`config.mk`:
```
export PLATFORM = sky130hd
export DESIGN_NAME = seg_scan_decoder
export DESIGN_NICKNAME = d
export VERILOG_FILES = /design/src/rtl/seg_scan_decoder.sv
export SDC_FILE = /design/constraint.sdc
export NUM_CORES = 1
export LEC_CHECK = 0
export CORE_MARGIN = 10
export CORE_UTILIZATION = 56
export CTS_CLUSTER_DIAMETER = 50
export DETAILED_ROUTE_END_ITERATION = 12
export MAX_ROUTING_LAYER = met4
export PLACE_DENSITY = 0.88
export SLEW_MARGIN = 25
export SYNTH_ARGS = -nofsm -noshare
export SYNTH_HDL_FRONTEND = slang
export SYNTH_SLANG_ARGS = --single-unit
```
`constraint.sdc`:
```
create_clock -name clk -period 2.75 [get_ports clk]
set_clock_uncertainty 0.15 [all_clocks]
set_input_delay 0.55 -clock clk [delete_from_list [all_inputs] [get_ports clk]]
set_output_delay 0.55 -clock clk [all_outputs]
set_load 0.02 [all_outputs]
```
`src/rtl/seg_scan_decoder.sv`:
```
// seg_scan_decoder: reads back a multiplexed 7-segment bus.
// Each digit position is qualified by a one-hot strobe. A pattern must be
// stable for STABLE_CYCLES synchronised samples before it is decoded to a
// nibble. Once every position has been captured, the complete frame is
// published with a one-cycle frame_valid pulse.
// Optional feature macro: SEG_SCAN_DECODER_BLANK_EN. When it is defined,
// pattern 0x00 decodes as a legal blank and is reported on blank_out.
module seg_scan_decoder #(
  parameter int DIGITS        = 4,
  parameter int STABLE_CYCLES = 4
) (
  input  logic                  clk,
  input  logic                  rst_n,
  input  logic                  is_hex,
  input  logic [6:0]            seg_in,
  input  logic [DIGITS-1:0]     dig_sel,
  output logic [4*DIGITS-1:0]   digits_out,
  output logic                  frame_valid,
  output logic                  frame_err,
  output logic [DIGITS-1:0]     blank_out
);

`ifdef SEG_SCAN_DECODER_BLANK_EN
  localparam logic BLANK_EN = 1'b1;
`else
  localparam logic BLANK_EN = 1'b0;
`endif

  localparam logic [7:0] CNT_MAX = 8'(STABLE_CYCLES - 1);

  // Decode one pattern to {blank, err, nibble}. An unknown pattern yields nibble 0 with err set.
  function automatic logic [5:0] decode_seg(input logic [6:0] seg, input logic hex);
    logic [5:0] r;
    r = {1'b0, 1'b1, 4'h0};
    if (hex) begin
      case (seg)
        7'h3F: r = {2'b00, 4'h0};
        7'h06: r = {2'b00, 4'h1};
        7'h5B: r = {2'b00, 4'h2};
        7'h4F: r = {2'b00, 4'h3};
        7'h66: r = {2'b00, 4'h4};
        7'h6D: r = {2'b00, 4'h5};
        7'h7D: r = {2'b00, 4'h6};
        7'h07: r = {2'b00, 4'h7};
        7'h7F: r = {2'b00, 4'h8};
        7'h6F: r = {2'b00, 4'h9};
        7'h77: r = {2'b00, 4'hA};
        7'h7C: r = {2'b00, 4'hB};
        7'h39: r = {2'b00, 4'hC};
        7'h5E: r = {2'b00, 4'hD};
        7'h79: r = {2'b00, 4'hE};
        7'h73: r = {2'b00, 4'hF};
        default: r = {2'b01, 4'h0};
      endcase
    end else begin
      case (seg)
        7'h7E: r = {2'b00, 4'h0};
        7'h30: r = {2'b00, 4'h1};
        7'h6D: r = {2'b00, 4'h2};
        7'h79: r = {2'b00, 4'h3};
        7'h33: r = {2'b00, 4'h4};
        7'h5B: r = {2'b00, 4'h5};
        7'h5F: r = {2'b00, 4'h6};
        7'h70: r = {2'b00, 4'h7};
        7'h7F: r = {2'b00, 4'h8};
        7'h73: r = {2'b00, 4'h9};
        default: r = {2'b01, 4'h0};
      endcase
    end
    if (BLANK_EN && (seg == 7'h00)) begin
      r = {2'b10, 4'h0};
    end else begin
      r = r;
    end
    return r;
  endfunction

  logic [6:0]          seg_s1_q, seg_s2_q, seg_prev_q;
  logic [DIGITS-1:0]   sel_s1_q, sel_s2_q, sel_prev_q;
  logic                hex_q;
  logic [7:0]          cnt_q, cnt_d;
  logic [DIGITS-1:0]   captured_q, captured_d;
  logic [4*DIGITS-1:0] slot_nib_q, slot_nib_d;
  logic [DIGITS-1:0]   slot_err_q, slot_err_d;
  logic [DIGITS-1:0]   slot_blank_q, slot_blank_d;
  logic [4*DIGITS-1:0] digits_q, digits_d;
  logic [DIGITS-1:0]   blank_q, blank_d;
  logic                fv_q, fv_d;
  logic                ferr_q, ferr_d;

  logic                sel_onehot_s, same_s, toggle_s, cap_s, complete_s;
  logic [5:0]          dec_s;

  // Two-flop synchronisers for the asynchronous bus, plus the previous sample and mode.
  always_ff @(posedge clk or negedge rst_n) begin
    if (!rst_n) begin
      seg_s1_q   <= 7'h00;
      seg_s2_q   <= 7'h00;
      seg_prev_q <= 7'h00;
      sel_s1_q   <= '0;
      sel_s2_q   <= '0;
      sel_prev_q <= '0;
      hex_q      <= 1'b0;
    end else begin
      seg_s1_q   <= seg_in;
      seg_s2_q   <= seg_s1_q;
      seg_prev_q <= seg_s2_q;
      sel_s1_q   <= dig_sel;
      sel_s2_q   <= sel_s1_q;
      sel_prev_q <= sel_s2_q;
      hex_q      <= is_hex;
    end
  end

  // Stability counting, capture into slots and frame completion.
  always_comb begin
    sel_onehot_s = (sel_s2_q != '0) && ((sel_s2_q & (sel_s2_q - 1'b1)) == '0);
    same_s       = (seg_s2_q == seg_prev_q) && (sel_s2_q == sel_prev_q);
    toggle_s     = (is_hex != hex_q);
    dec_s        = decode_seg(seg_s2_q, is_hex);
    // A mode toggle restarts the frame and overrides both capture and completion.
    cap_s        = !toggle_s && sel_onehot_s && same_s && (cnt_q == CNT_MAX - 8'd1);
    complete_s   = !toggle_s && (captured_q == {DIGITS{1'b1}});

    cnt_d        = 8'd0;
    captured_d   = captured_q;
    slot_nib_d   = slot_nib_q;
    slot_err_d   = slot_err_q;
    slot_blank_d = slot_blank_q;
    digits_d     = digits_q;
    blank_d      = blank_q;
    ferr_d       = ferr_q;
    fv_d         = complete_s;

    if (toggle_s) begin
      cnt_d      = 8'd0;
      captured_d = '0;
      slot_err_d = '0;
    end else if (sel_onehot_s && same_s) begin
      cnt_d = (cnt_q == CNT_MAX) ? CNT_MAX : (cnt_q + 8'd1);
    end else begin
      cnt_d = 8'd0;
    end

    if (complete_s) begin
      digits_d   = slot_nib_q;
      blank_d    = slot_blank_q;
      ferr_d     = |slot_err_q;
      captured_d = '0;
      slot_err_d = '0;
    end else begin
      fv_d = 1'b0;
    end

    if (cap_s) begin
      for (int i = 0; i < DIGITS; i++) begin
        if (sel_s2_q[i]) begin
          slot_nib_d[4*i +: 4] = dec_s[3:0];
          slot_err_d[i]        = dec_s[4];
          slot_blank_d[i]      = dec_s[5];
          captured_d[i]        = 1'b1;
        end else begin
          slot_nib_d[4*i +: 4] = slot_nib_d[4*i +: 4];
        end
      end
    end else begin
      captured_d = captured_d;
    end
  end

  // Frame state and registered outputs.
  always_ff @(posedge clk or negedge rst_n) begin
    if (!rst_n) begin
      cnt_q        <= 8'd0;
      captured_q   <= '0;
      slot_nib_q   <= '0;
      slot_err_q   <= '0;
      slot_blank_q <= '0;
      digits_q     <= '0;
      blank_q      <= '0;
      fv_q         <= 1'b0;
      ferr_q       <= 1'b0;
    end else begin
      cnt_q        <= cnt_d;
      captured_q   <= captured_d;
      slot_nib_q   <= slot_nib_d;
      slot_err_q   <= slot_err_d;
      slot_blank_q <= slot_blank_d;
      digits_q     <= digits_d;
      blank_q      <= blank_d;
      fv_q         <= fv_d;
      ferr_q       <= ferr_d;
    end
  end

  assign digits_out  = digits_q;
  assign frame_valid = fv_q;
  assign frame_err   = ferr_q;
  assign blank_out   = blank_q;

endmodule
```
; ---- After elaboration in Yosys (flattened, before gate mapping)
; Index checks and enable logic that the tools add are counted.
; Widths: inputs -> output; s select.
[op_classes]
n_reduce_logical = 15
bitwise = 1
n_mux = 21
addsub = 2
eq_ne = 27
[op_table]
columns = op, count
row1 = $eq 7x7->1 const B, 15
row2 = $pmux 5 s16, 1
row3 = $pmux 5 s10, 1
row4 = $eq 7x6->1 const B, 4
row5 = $mux 4, 6
row6 = $mux 8, 3
row7 = $eq 8x2->1 const B, 2
row8 = $eq 7x3->1 const B, 2
row9 = $mux 1, 9
row10 = $add 8x1->8 const B, 1
row11 = $reduce_and 2->1, 4
row12 = $eq 7x7->1, 1
row13 = $logic_and 1x1->1, 7
row14 = $mux 6, 1
row15 = $and 4x4->4, 1
row16 = $eq 4x4->1, 1
row17 = $eq 4x4->1 const B, 1
row18 = $logic_not 4->1, 1
row19 = $reduce_bool 4->1, 1
row20 = $reduce_or 4->1, 1
row21 = $sub 4x1->4 const B, 1
row22 = $logic_not 1->1, 1
row23 = $ne 1x1->1, 1
[totals]
wordCells = 88
output_inout_bits = 22
inputBits = 14
reg_bits = 92

; ---- Logic depth before layout (Yosys ltp)
; Gate-level depths: netlist (run 1).
[logic_depth]
depth_word = 8
depth_mapped = 8
ltp_nobuf = 6

; ---- Least setup slack after synthesis (run 1)
; No wires, ideal clock.
[synth_path]
path_kind = input to register
start = input port is_hex
end = register slot_nib_q[10]
n_path_buf = 2
arrival_time_ps = 2048
setup_time_ps = 125
stages = 8
slack_ps = 426
required_time_ps = 2475
path_cell_list = buf_2 -> xnor2_2 -> and4_1 -> nand4_1 -> nor3_4 -> and2_1 -> buf_6 -> mux2_4
[synth_via]
elab_chain_len = 6
word_cells_on_any_way = 7
cone_classes = 1 x eq/ne / 1 x mux / 5 x reduce/logical
[synth_rtl]
columns = element, line_no
row1 = start: declaration, 14  ; input logic is_hex,
row2 = $ne 1x1->1, 119  ; toggle_s = (is_hex != hex_q);
row3 = $logic_not 1->1, 122  ; cap_s = !toggle_s && sel_onehot_s && same_s && (cnt_q == CNT_MAX - 8'd1);
row4 = $logic_and 1x1->1 (3 in series), 122
row5 = $reduce_and 2->1 (no source line), --
row6 = end signal: assignment, 186  ; slot_nib_q <= slot_nib_d;
row7 = end: declaration, 83  ; logic [4*DIGITS-1:0] slot_nib_q, slot_nib_d;
; Several ways; a longest one is shown, not always the timed one.
; A chain may end at the register's enable or synchronous reset.

; ---- Worst setup path after layout (run 1)
[layout_path]
start = input port is_hex
end = register slot_nib_q[8]
; The elaborated chain is that of the path after synthesis.

==> results.txt, run 1 <==
The run finished with clean final reports. Combinational cells account for 6.4% of the total power. The net count of the finished layout is 380. IR analysis of the VDD net gives a maximum drop of 0.432 mV. Row generation in the floorplan step produced 29 rows.

For the required time of the critical path, the log shows 2.84 ns. The worst hold-check path type was in -> async. In this run, synthesis produced a sequential element count of 84. The total global-route track usage is 14.9%. Of all cell types, the one taking the most synthesized area is dfrtp_1. The logs give 403 MHz for the peak clock frequency supported by timing and 11.8 mm for the global-route wire length before repair. The worst path needs 2.48 ns of the cycle, external delays included. The number of setup buffers added after CTS is 0, and the total CTS buffers is 9. The run gives 0 as the cts-stage hold buffer count. The family with the most delay on the worst path is simple AND/OR/NAND/NOR gates. The hold violation count in the final report came out at 0.

The critical path goes through clkdlybuf4s50_1, xnor2_2, and4_1, nand4_1, nor3_4, and2_1, mux2_4. Fraction of synthesized cell area taken by the top area cell type: 58.3%. The logs give 0 for the number of warnings reported in the yosys synthesis log and 66.8% for the final core utilization.

Counting flops with a built-in enable in the synthesized netlist gives 0. The number of vias in the routed layout is 2493. At the end of routability-driven placement, the weighted congestion stood at 1.03. In this run the static leakage power is 0.00197 µW. In the routed design, unresolved DRC markers number 0. Across the run, the number of max-cap violations was 0. The count of pins over their slew limit was 0; the chip height was 100 µm. For the number of gates resized after CTS, the log shows 0.

The largest individual stage delay along the critical path comes from the cell clkdlybuf4s50_1. The floorplan step defined a die boundary enclosing 10100 µm². 0 antenna diodes ended up in the layout. The max-slew headroom at the worst pin is 64.8%, and the power density over the cells is 544 nW/µm². For this block, the initial DRC count from the detailed router was 266.

The logs give 0 for the initial antenna violation count and 4 for the number of detailed-routing iterations run before antenna repair. Total overflow reported by the global router: 0. The highest net fanout along the worst path was 5; the H-tree depth reported by CTS was 3. The buffering stage count on the worst path with inverters included works out to 1.

Setup repair after global routing left no endpoint under its margin. Counting every instance in the synthesized netlist gives 328. The switching share of power works out to 23.0%.

The worst setup path is launched from an input pin. The primary flip-flop cell chosen by synthesis mapping was dfrtp_1. For the relative contribution of the clock network to total power, the log shows 37.5%.

From left edge to right edge, the die measures 100 µm. By startpoint and endpoint, the worst setup path is classified as in -> reg. Cell internal power dissipation: 1770 µW.

In this run the deepest clock path goes through 2 buffers. The transition time of the tightest slew-check pin came out at 0.528 ns. Clock-pin slew was measured on the worst setup and hold paths at 0.09 ns. Total power for the finished layout comes to 2290 µW. The ratio of cells with drive above 1 in the final layout came out at 13.8%. In this run the remaining antenna-violating nets after routing total 0. In this run the standard cell core region covers 6310 µm². The final-report setup violation count is 0. TritonCTS built the clock tree. The number of vias per cell after detailed routing works out to 5.59.

The number of buffers added on ports is 31. Detailed placement ended at an HPWL of 4.74 mm. The worst stage delay on the critical path works out to 0.56 ns. The sequential-to-total area share from yosys stat was 58.3%; the post-synthesis async set-or-reset flop share was 100%. Dividing the final minimum period by the clock period gives 90.3%. Effective utilization at floorplan: 57.1%.

By area the synthesized netlist is led by dfrtp_1 58%, nand2_1 7.1%, mux2_4 3.3%. After detailed routing, the average wire length per cell comes to 15.5 µm. The cell area after technology mapping is 3610 µm², and the number of global-route vias before repair is 2484. The tools report the relative contribution of sequential cells to total power as 56.1%.

Most common cell in the netlist: dfrtp_1. For the total negative slack for setup checks, the log shows 0 ns. The worst setup path is captured at a flop.

The largest net degree at the start of global routing is 85, and the mean area per synthesized cell is 11.0 µm². For the number of sinks driven by the clock tree, the log shows 84. For the layout filler cell count, the log shows 491. The logs give 53 for the number of different library cells in the post-synthesis netlist and 2.57 ns for the critical path data arrival time.

The relative area change from synthesis to final layout was 17.0%; the clock latency at the later pin of the worst-skew pair was 0.35 ns. After detailed routing, the total wire length is 6.91 mm. Root buffer cell: clkbuf_8. Pin placement for this block handled 36 I/O pins.

By count the netlist is led by 84 x dfrtp_1, 68 x nand2_1, 13 x nor2_1. Summed over all nets, the switching power comes to 527 µW.
-- cells in the final DEF, fill, tap and decap left out, types with 5 or more instances in the layout --
cell and count:
mux2_4 8, clkdlybuf4s50_1 30, a21oi_1 8, xnor2_1 7
nor2_1 13, dfrtp_1 84, nor4_1 5, inv_1 5
o21ai_0 10, mux2i_1 5, nand3_1 8, xor2_1 10
nand2b_1 7, a31oi_1 5, nand2_1 68, nor3_1 6
mux2_2 7, buf_4 12, clkbuf_8 10
-- logic make-up after synthesis --
group / after synthesis / synth area share (%)
compound gates: 43 / 7.84
buf+inv: 28 / 3.95
mux: 21 / 7.21
simple gates: 131 / 17.3
fa+ha+maj: 2 / 0.694
xor+xnor: 18 / 4.58
flops: 84 / 58.3
other cells: 1 / 0.104
-- state kept, by name (all words and copies together), names as in the netlist --
name	cells
captured_q	4
cnt_q	8
digits_out	16
frame_err	1
frame_valid	1
hex_q	1
seg_prev_q	7
seg_s1_q	7
seg_s2_q	7
sel_prev_q	4
sel_s1_q	4
sel_s2_q	4
slot_err_q	4
slot_nib_q	16
-- layout make-up --
| type | instances | area (µm²) | share of cell area [%] |
|---|---|---|---|
| flip-flops and latches | 84 | 2100 | 49.8 |
| multi-input cells | 219 | 1370 | 32.6 |
| repair buffers | 44 | 430 | 10.2 |
| clock buffers | 13 | 149 | 3.53 |
| well taps | 77 | 96.3 | 2.28 |
| clock inverters | 3 | 46.3 | 1.10 |
| inverters | 6 | 22.5 | 0.534 |
-- worst paths after layout --
kind	start	to	slack (ns)	cells past startpoint
max	is_hex	slot_nib_q[8]	0.27	7
min	rst_n	digits_out[5]	0.06	2
max in group asynchronous	rst_n	sel_s2_q[1]	2.06	2
min reg2reg	seg_s1_q[4]	seg_s2_q[4]	0.20	0
min in group clk	seg_s1_q[4]	seg_s2_q[4]	0.20	0
max reg2reg	seg_s2_q[3]	slot_nib_q[1]	0.29	5
-- power by group through the flow --
stage          logic, µW  registers [µW]  clock network, µW
2_1_floorplan       90.8            1300                  0
3_3_place_gp         141            1310                  0
3_5_place_dp         146            1310                  0
4_1_cts              147            1290                880
5_1_grt              162            1290                931
6_report             146            1290                860
-- stage by stage --
stage          std cells  worst slack, ns  hold slack, ns  cell area [µm²]
2_1_floorplan        331            0.426           0.104             3620
3_5_place_dp         430          -0.0421           0.185             4030
5_1_grt              446            0.183          0.0830             4220
3_3_place_gp         430           0.0305           0.181             4030
6_report             446            0.266          0.0557             4220
4_1_cts              446            0.279          0.0738             4220
-- per-layer routing --
layer	global-route usage [%]	wire (µm)	share of wire [%]	up-vias
met1	18.1	3090	45	1227
met5	-	0	0	-
li1	-	-	-	1178
met3	5.29	426	6.2	6
met4	4.78	44	0.64	0
met2	22.6	3350	48	82
Power figures use the tool's default switching activity.
==> inputs of run 2 (changes only) <==
--- a/config.mk
+++ b/config.mk
@@ -5,12 +5,13 @@
 export SDC_FILE = /design/constraint.sdc
 export NUM_CORES = 1
 export LEC_CHECK = 0
-export CORE_MARGIN = 10
-export CORE_UTILIZATION = 56
+export CORE_UTILIZATION = 60
 export CTS_CLUSTER_DIAMETER = 50
 export DETAILED_ROUTE_END_ITERATION = 12
+export DONT_BUFFER_PORTS = 1
 export MAX_ROUTING_LAYER = met4
-export PLACE_DENSITY = 0.88
+export PLACE_DENSITY = 0.85
+export REMOVE_ABC_BUFFERS = 1
 export SLEW_MARGIN = 25
 export SYNTH_ARGS = -nofsm -noshare
 export SYNTH_HDL_FRONTEND = slang
==> run 2 against run 1 <==
Against the previous run:
- routed wire length shrank 5.2%
- first-iteration DRC count shrank 41%
- sequential share of layout area grew 4.1 points
- non-clock buffer count shrank 35
- design area shrank 7.6%
- fmax is essentially flat
- sequential power is essentially flat
- final cell count shrank 9.2%
- register-to-register slack lost 0.02 ns
- largest cell class unchanged
==> results.txt, run 2 (synthesis gave the netlist of run 1 again) <==
The tools report the H-tree depth reported by CTS as 3. At the pin with the least slew margin, the transition time is 0.569 ns. For this configuration, the core starts out at a cell density of 63.9%. In this run the critical register-to-register path is captured at slot_nib_q[9]. The worst register-to-register path begins at cnt_q[2].

The final design area excluding fillers is 3900 µm², and the number of diodes is 0. The minimum clock period after layout is 2.48 ns. The worst hold path terminates at seg_s1_q[1].

The relative contribution of combinational cells to total power came out at 5.5%. The detailed-route wire length per cell works out to 16.2 µm. Post-CTS repair changed the size of 0 cells. Once placement completed, the tool counted placed cells totaling 388.

The power density over the cells is 609 nW/µm², and the count of pins over their slew limit is 0. The logic depth of the worst register-to-register path is 6, and the DRC violation count after routing is 0. The count of cells in the finished layout, fillers not included, comes to 405. Measured against its own limit, the worst slew margin works out to 61.7%.

In this run the worst path has a maximum fanout of 6. In this run the tool buffered the top-level ports with 0 buffer cells. 36 I/O pins were placed. The first global-routing pass estimated 11.2 mm of wire. The floorplan step defined a core boundary enclosing 5640 µm². Wires add up to 6.55 mm. TritonCTS built the clock tree.

The cell internal power dissipation is 1840 µW, and the total overflow reported by the global router is 0. The chip height was 79.5 µm; the net count reported at finish was 345. The worst setup path is captured at a flop. IR analysis of the VDD net gives a maximum drop of 0.454 mV. Registers are responsible for 53.8% of the overall power. In this run the most critical hold path is launched from seg_in[1]. The total global-route track usage came out at 24.5%. Static timing analysis puts the maximum clock frequency at 403 MHz. The post-route netlist has 14.1% of its cells at a drive strength greater than 1. Launching element type of the critical path: a flop. The flow ran to the end, and the final reports show no timing, DRC or antenna violations. For the initial DRC count, the log shows 158. The logs give 0.00185 µW for the leakage power figure and 2.84 ns for the required time of the critical path.

Compared with the post-synthesis result, the final layout area differs by 8.15%. The number of nets still failing antenna checks after routing came out at 0. The tool flagged a number of max-cap violations equal to 0. The instance count along the most critical hold path came out at 0.

Cts-stage hold buffer count: 2. Counting the fill cells in the layout gives 419. Row generation in the floorplan step produced 27 rows.

Counting every sink on the clock net gives 84. The run gives 85 as the largest net degree at the start of global routing. Setup repair after global routing left no endpoint under its margin.

The width of the die is 79.5 µm. In this run the worst setup path begins at cnt_q[2]. The tools report the number of global-route vias before repair as 2372. At the end of routability-driven placement, the weighted congestion stood at 0.854. The number of clock buffers added by TritonCTS is 9. The hold violation count in the final report was 0. The clock transition at the registers of the reported paths works out to 0.08 ns. In the layout the commonest cells are 84 x dfrtp_1, 68 x nand2_1, 13 x nor2_1. The initial antenna violation count is 0.

The final-report setup violation count is 0. In this run the power spent charging and discharging nets is 537 µW. The die covers 6330 µm². Clock latency at the later pin of the worst-skew pair: 0.35 ns. The number of vias per cell after detailed routing is 5.82, and the detailed placer's ending HPWL is 4.39 mm. Counting along the longest clock path gives a buffer depth of 2. The worst hold-check path type is in -> reg. The setup slack of the worst register-to-register path is 0.27 ns. The most common cell after layout, fill and taps aside is dfrtp_1.

The relative contribution of the clock network to total power was 40.7%; the total placed instance area was 3640 µm². The tools report the number of vias in the routed layout as 2358. Number of setup buffers added after CTS: 0.

Data arrives at the worst endpoint at 2.57 ns. Switching share of power: 22.6%. The first detailed-routing pass ran for 6 iterations. Adding up every negative setup slack in the final design gives 0 ns.

Dividing the final minimum period by the clock period gives 90.3%. The critical path class was reg -> reg. The tree is rooted in a clkbuf_8.
## run 2: cell types whose count changed in the layout (fill, tap and decap cells not counted), sizes merged
| cell | change |
|---|---|
| bufinv | +1 |
| clkbuf | -3 |
| dlygate4sd3 | +1 |
| buf | -6 |
| clkdlybuf4s50 | -30 |
| inv | +1 |
## run 2: critical path: stages (launching register included)
cell and delay (ns):
dfrtp_1 0.43, or4_1 0.55, nor3_2 0.15, nand2_1 0.12, nor3_4 0.20, and2_1 0.42, mux2_4 0.34
## run 2: per-stage QoR
stage / util, % / worst slack (ns) / power, µW / hold slack [ns]
after floorplan: - / 0.488 / 1370 / 0.104
after global placement: 64.5 / 0.384 / 1400 / 0.106
after detailed placement: 64.5 / 0.314 / 1410 / 0.107
after CTS: 69.2 / 0.270 / 2390 / 0.0567
after global routing: 69.2 / 0.176 / 2470 / 0.0474
final: 69.2 / 0.267 / 2380 / 0.0696
## run 2: power by group through the flow
stage	clock network (µW)	registers, µW	logic (µW)
6_report	967	1280	131
5_1_grt	1040	1280	148
3_5_place_dp	0	1300	102
3_3_place_gp	0	1300	100
4_1_cts	983	1280	132
2_1_floorplan	0	1310	64.7
## run 2: worst max path at each step
stage / end / slack (ns) / cells past startpoint
after floorplan: slot_nib_q[12] / 0.49 / 6
after global placement: slot_nib_q[11] / 0.38 / 6
after detailed placement: slot_nib_q[9] / 0.31 / 6
after CTS: slot_nib_q[10] / 0.27 / 6
after global routing: slot_nib_q[10] / 0.18 / 6
final: slot_nib_q[9] / 0.27 / 6
## run 2: final cells by class
class	instances	area (µm²)	area share, %
Multi-Input combinational cell	219	1370	35.2
Timing Repair Buffer	9	90.1	2.31
Clock inverter	5	85.1	2.18
Tap cell	72	90.1	2.31
Sequential cell	84	2100	53.9
Inverter	6	22.5	0.577
Clock buffer	10	138	3.53
## run 2: routing by layer
layer | part of all wire, % | vias to the layer above | GRT usage (%)
li1 | - | 1106 | -
met1 | 43 | 1158 | 29.5
met2 | 50 | 78 | 39.1
met3 | 5.2 | 16 | 6.06
met4 | 2.3 | 0 | 11.1
met5 | 0 | - | -
==> inputs of run 3 (changes only) <==
--- a/config.mk
+++ b/config.mk
@@ -5,11 +5,11 @@
 export SDC_FILE = /design/constraint.sdc
 export NUM_CORES = 1
 export LEC_CHECK = 0
+export CAP_MARGIN = 20
 export CORE_UTILIZATION = 60
 export CTS_CLUSTER_DIAMETER = 50
 export DETAILED_ROUTE_END_ITERATION = 12
 export DONT_BUFFER_PORTS = 1
-export MAX_ROUTING_LAYER = met4
 export PLACE_DENSITY = 0.85
 export REMOVE_ABC_BUFFERS = 1
 export SLEW_MARGIN = 25
==> run 3 against run 2 <==
Against the previous run:
- worst hold slack improved by 0.00076 ns
- combinational power fell by 4%
- via count fell by 3.8%
- sequential power barely moved
- critical endpoint is now slot_nib_q[11]
- largest power group unchanged
==> results.txt, run 3 (synthesis gave the netlist of run 1 again) <==
The run finished with clean final reports. The setup slack of the worst register-to-register path is 0.33 ns, and the final-report setup violation count is 0. TritonCTS built the clock tree.

The layout has 387 filler cells. The hold violation count in the final report is 0. In the routed layout, each cell is associated on average with a via count of 5.60. Global routing finished with a remaining overflow of 0. The net count of the finished layout is 344. The tools report the effective utilization at floorplan as 63.9%. The tools report the critical path capture point type as a flop. In this run the most critical hold path is launched from is_hex. The transition time of the tightest slew-check pin works out to 0.578 ns. The maximum number of buffers from clock root to sink was 2; the full die area was 6330 µm². Buffers placed on the I/O ports in this run total 0. Traced cell by cell, the critical path runs through xor2_1, nor3_1, nand4_1, nor3_4, and2_1, mux2_4. For this design the static power due to leakage is 0.00183 µW. The ratio of cells with drive above 1 in the final layout was 14.1%; the final standard cell count with taps included and fillers excluded was 405.

In the routed design, unresolved DRC markers number 0. The count of pins over their slew limit came out at 0. The global-route wire length before repair came out at 10.5 mm. Timing would allow up to 413 MHz.

The H-tree depth reported by CTS is 3. The total global-route track usage was 22.3%; the number of nets still failing antenna checks after routing was 0. Post-CTS timing repair inserted 0 buffers for setup. Leaving out fill and tap cells, the most frequent cell in the layout is dfrtp_1. Relative to the synthesized area, the layout overhead comes to 6.90%. Number of global-route vias before repair: 2248. The top cell types in the final layout, fill and taps aside, are 84 x dfrtp_1, 68 x nand2_1, 13 x nor2_1.

The total area inside the core boundary comes to 5640 µm². Summing all multi-input logic gate instances after layout gives 1370 µm². Setup repair after global routing left no endpoint under its margin.

The first detailed-routing pass took 4 iterations. Minimum clock period after layout: 2.42 ns. The min-delay analysis places its worst path in the category in -> reg.

The sequential cells in the finished layout cover a total of 2100 µm². The congestion estimate from routability-driven global placement came to 0.846. The detailed-route wire length per cell was 15.0 µm; the total placed instance area was 3630 µm².

The end of the worst hold path was hex_q. Measured along the y axis, the die boundary spans 79.5 µm. The clock latency at the later pin of the worst-skew pair was 0.35 ns. The worst-case hold slack was 0.0703 ns. STA puts the critical path data arrival time at 2.51 ns. The placement row count was 27; the instance count along the most critical hold path was 0.

The logic depth of the worst register-to-register path is 6. The largest net degree at the start of global routing came out at 85. In this run the critical register-to-register path is captured at slot_nib_q[11]. The worst stage delay on the critical path works out to 0.57 ns.

The highest-delay cell along the critical path is dfrtp_1. The number of clock buffers added by TritonCTS is 9. STA puts the critical path data required time at 2.84 ns.

After detailed routing, the total wire length is 6.08 mm. The post-route clock period utilization was 88.1%. The worst setup path is launched from a flop. The number of vias in the routed layout is 2269, and the initial antenna violation count is 0.

In this run the worst path has a maximum fanout of 17. The number of instances in the placed design came out at 387. From left edge to right edge, the die measures 79.5 µm. The number of antenna diodes in the final layout is 0. The critical path class is reg -> reg. The clock transition at the registers of the reported paths works out to 0.08 ns.

Across the run, the number of max-cap violations was 0. The worst-case IR drop observed on VDD is 0.469 mV. Beginning of the worst register-to-register path: seg_s2_q[6]. In this run the power density over the cells is 574 nW/µm². The worst pin sits at a relative slew slack of 61.1%. The detailed placer's ending HPWL is 4.09 mm, and the count of boundary I/O pins is 36. The initial DRC count came out at 227. Root buffer cell: clkbuf_8. Clock tree synthesis found a total of 84 sinks. For the final design area excluding fillers, the log shows 3860 µm².

For the final routed database, the setup TNS stands at 0 ns.
run 3: changes by cell type in the layout (fill, tap and decap cells not counted):
cell	before	now
clkinv_4	1	2
bufinv_16	2	0
inv_6	1	2
buf_4	7	6
clkinv_2	0	1
run 3: final cells by class:
type	count	area share [%]
Sequential cell	84	54.5
Inverter	6	0.584
Tap cell	72	2.34
Timing Repair Buffer	8	2.14
Clock inverter	6	1.23
Multi-Input combinational cell	219	35.6
Clock buffer	10	3.57
run 3: through the flow:
step / power, µW / setup slack (ns) / util, %
final: 2210 / 0.327 / 68.4
after global routing: 2310 / 0.119 / 68.4
after CTS: 2230 / 0.335 / 68.4
after detailed placement: 1400 / 0.351 / 64.4
after global placement: 1400 / 0.395 / 64.4
after floorplan: 1370 / 0.488 / -
run 3: worst max-delay path by stage:
stage,start,endpoint,slack (ns)
3_5_place_dp,is_hex,slot_nib_q[15],0.35
2_1_floorplan,seg_s2_q[2],slot_nib_q[12],0.49
5_1_grt,seg_s2_q[5],slot_err_q[2],0.12
3_3_place_gp,cnt_q[2],slot_nib_q[11],0.39
6_report,seg_s2_q[6],slot_nib_q[11],0.33
4_1_cts,cnt_q[2],slot_nib_q[11],0.33
run 3: repair_timing:
item,in CTS,in global routing
hold buffers,2,0
hold endpoints to repair,84,0
resized for setup,0,0
run 3: worst max-delay path: cells and delay by family, from the launching register on:
| family | cells | cell delay (ns) |
|---|---|---|
| DFF | 1 | 0.57 |
| xor gates and xnor gates | 1 | 0.24 |
| muxes | 1 | 0.33 |
| and+or+nand+nor | 4 | 1.02 |
run 3: per-layer routing:
| layer | routed length (µm) | up-vias | track usage [%] |
|---|---|---|---|
| li1 | - | 1112 | - |
| met2 | 2890 | 73 | 35.2 |
| met3 | 301 | 13 | 4.69 |
| met4 | 117 | 0 | 10.2 |
| met5 | 0 | - | 0 |
| met1 | 2770 | 1071 | 29.6 |
run 3: where the power goes:
group	leakage [µW]	internal (µW)	switching, µW
Combinational	0.000646	43.9	82.0
Clock	0.0000933	360	447
Sequential	0.00110	1260	21.7
Total	0.00183	1660	551
